==> src/rtl/shift_register_4_ctrl.sv <==
// shift_register_4_ctrl: start/ready command sequencer driving a 4-bit universal shift register
module shift_register_4_ctrl #(
  parameter int CNT_W = 4
) (
  input  logic             clk,
  input  logic             clear,
  input  logic             start,
  input  logic [1:0]       op,
  input  logic [CNT_W-1:0] count,
  input  logic [3:0]       din,
  input  logic             ser_in,
  input  logic             abort,
  input  logic [3:0]       a_par,
  output logic             ready,
  output logic             busy,
  output logic             done,
  output logic             aborted,
  output logic             ser_req,
  output logic             ser_out,
  output logic             s1,
  output logic             s0,
  output logic [3:0]       i_par,
  output logic             msb_in,
  output logic             lsb_in
);
  typedef enum logic [1:0] {IDLE, LOAD, SHIFT, DONE} state_t;
  localparam logic [1:0] OP_LOAD = 2'd0, OP_SHR = 2'd1, OP_SHL = 2'd2, OP_ROTR = 2'd3;
  state_t           r_state;
  logic [1:0]       r_op;
  logic [CNT_W-1:0] r_cnt;
  logic [1:0]       r_s;
  logic [3:0]       r_par;
  logic             r_ready;
  logic             r_done;
  logic             r_aborted;
  logic             r_ser_req;
  logic             w_last;
  assign w_last = r_cnt == CNT_W'(1);
  always_ff @(posedge clk or negedge clear) begin
    if (!clear) begin
      r_state   <= IDLE;
      r_op      <= OP_LOAD;
      r_cnt     <= '0;
      r_s       <= 2'b00;
      r_par     <= 4'b0000;
      r_ready   <= 1'b1;
      r_done    <= 1'b0;
      r_aborted <= 1'b0;
      r_ser_req <= 1'b0;
    end else begin
      case (r_state)
        IDLE: if (start) begin
          r_op    <= op;
          r_cnt   <= count;
          r_par   <= din;
          r_ready <= 1'b0;
          if (op == OP_LOAD) begin
            r_state <= LOAD;
            r_s     <= 2'b11;
          end else if (count == '0) begin
            r_state <= DONE;
            r_done  <= 1'b1;
          end else begin
            r_state   <= SHIFT;
            r_s       <= op == OP_SHL ? 2'b10 : 2'b01;
            r_ser_req <= 1'b1;
          end
        end
        LOAD: begin
          r_state <= DONE;
          r_s     <= 2'b00;
          r_done  <= 1'b1;
        end
        SHIFT: begin
          r_cnt <= r_cnt - 1'b1;
          // the abort cycle still shifts; it only counts as cut short if shifts remain
          if (w_last || abort) begin
            r_state   <= DONE;
            r_s       <= 2'b00;
            r_ser_req <= 1'b0;
            r_done    <= 1'b1;
            r_aborted <= abort && !w_last;
          end
        end
        default: begin
          r_state   <= IDLE;
          r_done    <= 1'b0;
          r_aborted <= 1'b0;
          r_ready   <= 1'b1;
        end
      endcase
    end
  end
  assign ready   = r_ready;
  assign busy    = ~r_ready;
  assign done    = r_done;
  assign aborted = r_aborted;
  assign ser_req = r_ser_req;
  assign s1      = r_s[1];
  assign s0      = r_s[0];
  assign i_par   = r_par;
  assign msb_in  = r_op == OP_SHR ? ser_in : r_op == OP_ROTR ? a_par[0] : 1'b0;
  assign lsb_in  = r_op == OP_SHL && ser_in;
  assign ser_out = r_op == OP_SHL ? a_par[3] : (r_op == OP_SHR || r_op == OP_ROTR) ? a_par[0] : 1'b0;
endmodule
==> config.mk <==
export PLATFORM = sky130hd
export DESIGN_NAME = shift_register_4_ctrl
export DESIGN_NICKNAME = d
export VERILOG_FILES = /design/src/rtl/shift_register_4_ctrl.sv
export SDC_FILE = /design/constraint.sdc
export NUM_CORES = 1
export LEC_CHECK = 0
export ABC_AREA = 0
export BUFFER_PORTS_ARGS = -buffer_cell sky130_fd_sc_hd__buf_2
export CAP_MARGIN = 20
export CORE_AREA = 4 4 61 57
export CTS_CLUSTER_SIZE = 30
export DETAILED_ROUTE_END_ITERATION = 7
export DIE_AREA = 0 0 65 61
export HOLD_SLACK_MARGIN = 0.08
export PLACE_DENSITY_LB_ADDON = 0.05
export SYNTH_ARGS = -nofsm -noshare
export SYNTH_HDL_FRONTEND = slang
export SYNTH_SLANG_ARGS = --single-unit
==> constraint.sdc <==
create_clock -name clk -period 2.11 [get_ports clk]
set_clock_uncertainty 0.2 [all_clocks]
set_input_delay 0 -clock clk [delete_from_list [all_inputs] [get_ports clk]]
set_output_delay 0 -clock clk [all_outputs]
set_load 0.03 [all_outputs]
==> impl_metrics.py <==
metrics = {
    "routing": {
        "antenna_left": 0,
        "firstDrtPassIters": 4,
        "drc": 0,
        "dr.max_layer_used": "met4",
        "vias": 995,
        "met3WireLength_um": 105,
        "wl_per_cell_um": 14.0,
        "drt-initial-drc-count": 42,
        "wirelength_mm": 2.75,
        "via_per_inst": 5.08,
        "drt-met1-wl_mm": 1.33,
        "wl_met2_mm": 1.30,
    },
    "critical_path": {
        "max_stage_delay_ns": 0.43,
        "arrival_ns": 1.97,
        "critical_path.top_delay_family": "compound AO/OA/AOI/OAI gates",
        "r2r-end": "r_s[1]",
        "crit_chain": "inv_1 -> ha_1 -> nand2_2 -> a21oi_4 -> o22ai_1 -> a221o_1",
        "start_kind": "register",
        "r2r_cells": 6,
        "r2r-start": "r_state[0]",
        "crit_type": "reg -> reg",
        "endpoint_kind": "register",
        "r2r_slack_ns": 0.13,
        "cpMaxStageDelayCell": "dfrtp_1",
        "critPathBufInv": 1,
        "crit_fanout": 7,
        "required_ns": 2.10,
    },
    "grt": {
        "grt_max_degree": 18,
        "grt-ovfl-total": 0,
        "grtUsageTotal": 0.150,
        "grt_first_pass_wirelength_mm": 4.46,
        "grt_pass1_vias": 953,
        "antenna_found_initial": 0,
    },
    "floorplanning": {
        "rows": 18,
        "fp.dieArea_mm2": 0.00397,
        "fp.dieW_um": 65,
        "dieHeight_um": 61,
        "initial_core_util": 0.399,
        "ios": 33,
        "core_area_mm2": 0.00277,
    },
    "final_layout": {
        "nets": 182,
        "syn2layout_area_growth_pct": 34.9,
        "drive_gt1_frac": 0.321,
        "num_antenna_cells": 0,
        "fillers": 263,
    },
    "yosys": {
        "syn_area_mm2": 0.00110,
        "synth_warnings": 0,
        "synth_nets": 134,
        "synth-seq-cells": 18,
        "yosysTopAreaCellShare": 0.385,
        "async_flop_share": 1.00,
        "synth_common_cells": "dfrtp_1 (17), o21ai_0 (10), inv_1 (8)",
        "synth_edf_count": 0,
        "ys_types": 40,
        "synthFlopType": "dfrtp_1",
        "synth_top_area_cell": "dfrtp_1",
        "syn_avg_cell_area_um2": 10.1,
        "ys_seq_area_frac": 0.409,
        "syn_inst": 109,
        "synth.most_common_cell": "dfrtp_1",
        "netlist_top_cells_area": "dfrtp_1 (39%), ha_1 (6.8%), mux2_2 (6.1%)",
    },
    "pwr": {
        "p_per_area_mw_per_mm2": 1460,
        "p_int_mw": 1.15,
        "p_clk_frac": 0.100,
        "p_leak_nw": 0.679,
        "ir_drop_mv": 0.709,
        "power_frac_seq": 0.313,
        "switching_share": 0.470,
        "power.switching_mw": 1.02,
        "comb_power_share": 0.587,
    },
    "placement": {
        "hpwl_mm": 1.98,
        "portBuffers": 30,
        "gp_congestion": 0.784,
    },
    "cts": {
        "cts_resized": 0,
        "root_buffer": "clkbuf_4",
        "h-tree-depth": 1,
        "cts.sinks": 18,
        "clkTransAtPathRegs_ns": 0.11,
        "clkLatencyLatePin_ns": 0.30,
        "cts_tree": "built",
        "cts_buffers": 3,
        "cts_buffer_depth": 2,
    },
    "sta": {
        "fin_crit_ns": 1.98,
        "whs_ns": 0.176,
        "maxSlewViolCount": 0,
        "tightestPinTransition_ns": 0.820,
        "grt_setup_unrepaired": "no",
        "finalCritPeriodShare": 0.936,
        "finalHoldViolations": 0,
        "finalSetupTns_ns": 0,
        "timing.fmax_mhz": 506,
        "finalSetupViolations": 0,
        "slew_headroom": 0.451,
    },
    "worst_hold_path": {
        "worstHoldPathType": "in -> out",
        "whs_endpoint": "ser_out",
        "whs_path_depth": 4,
        "hold_start": "a_par[3]",
    },
    "run": {
        "cap_violations": 0,
    },
    "run_status": {
        "status": "finished clean",
    },
}
-- layer usage --
| metal | global-route usage | up-vias |
|---|---|---|
| li1 | - | 502 |
| met1 | 0.188 | 471 |
| met2 | 0.258 | 18 |
| met3 | 0.0463 | 4 |
| met4 | 0.0271 | 0 |
| met5 | 0 | - |
-- area by class of cell --
type / count / area [um^2] / share of cell area
repair buffers: 48 / 323 / 0.217
flip-flops and latches: 18 / 452 / 0.303
multi-input cells: 78 / 599 / 0.402
inverters: 8 / 30.0 / 0.0202
well taps: 40 / 50.0 / 0.0336
clock buffers: 4 / 36.3 / 0.0243
-- timing repair --
| item | 4_1_cts | 5_1_grt |
|---|---|---|
| hold buffers | 15 | 0 |
| endpoints found under the hold margin | 35 | 0 |
| buffers inserted | 0 | 0 |
-- cells in the final DEF, fill, tap and decap left out, drive strengths merged, types with 2 or more instances in the layout --
cell type    instances
nand2                5
ha                   6
o221ai               2
o22ai                2
buf                 33
dfrtp               17
nor2b                2
clkbuf               4
a21oi                4
nand2b               3
a221o                2
o21a                 2
a221oi               2
nor3                 4
dlygate4sd3         15
mux2                 6
nand3                5
nor3b                3
o31ai                3
nor2                 3
o21ai               11
a211oi               2
inv                  8
-- worst max path at each step --
stage                     slack (ns)  endpoint        from  depth (start not counted)
after floorplan                 0.33    r_s[1]  r_state[0]                          7
after global placement          0.21    r_s[1]  r_state[0]                          6
after detailed placement        0.16    r_s[1]  r_state[0]                          6
after CTS                       0.12    r_s[1]  r_state[0]                          6
after global routing            0.02    r_s[1]  r_state[0]                          6
final                           0.13    r_s[1]  r_state[0]                          6
-- state kept, by name, indices dropped and copies added, names as in the netlist --
register and cells:
ready 1, done 1, i_par 4, r_state 2, r_s 2, r_op 2
r_cnt 4, ser_req 1, aborted 1
-- tightest hold or removal path, stage by stage --
cell and delay, ns:
buf_2 0.09, nand2_1 0.05, o21ai_0 0.06, buf_2 0.17
-- metrics by stage --
stage | cells | cell area (um^2) | total power, mW | utilization | worst slack, ns
4_1_cts | 196 | 1490 | 2.19 | 0.538 | 0.123
5_1_grt | 196 | 1490 | 2.35 | 0.538 | 0.0222
3_5_place_dp | 177 | 1300 | 1.94 | 0.471 | 0.164
2_1_floorplan | 109 | 1100 | 1.59 | - | 0.332
6_report | 196 | 1490 | 2.17 | 0.538 | 0.134
3_3_place_gp | 177 | 1300 | 1.91 | 0.471 | 0.207
-- power groups by stage --
stage	Clock, mW	Combinational [mW]	Sequential, mW
finish	0.217	1.28	0.680
global route	0.241	1.40	0.708
CTS	0.229	1.28	0.678
detailed placement	0	1.25	0.687
global placement	0	1.23	0.676
floorplan	0	0.760	0.829
-- cells by family after synthesis --
family          after synthesis  synth area share
simple gates                 31             0.182
flops                        18             0.409
fa+ha+maj                     6            0.0679
mux                           7            0.0702
buf+inv                      13            0.0487
compound gates               34             0.222
Power figures use the tool's default switching activity.
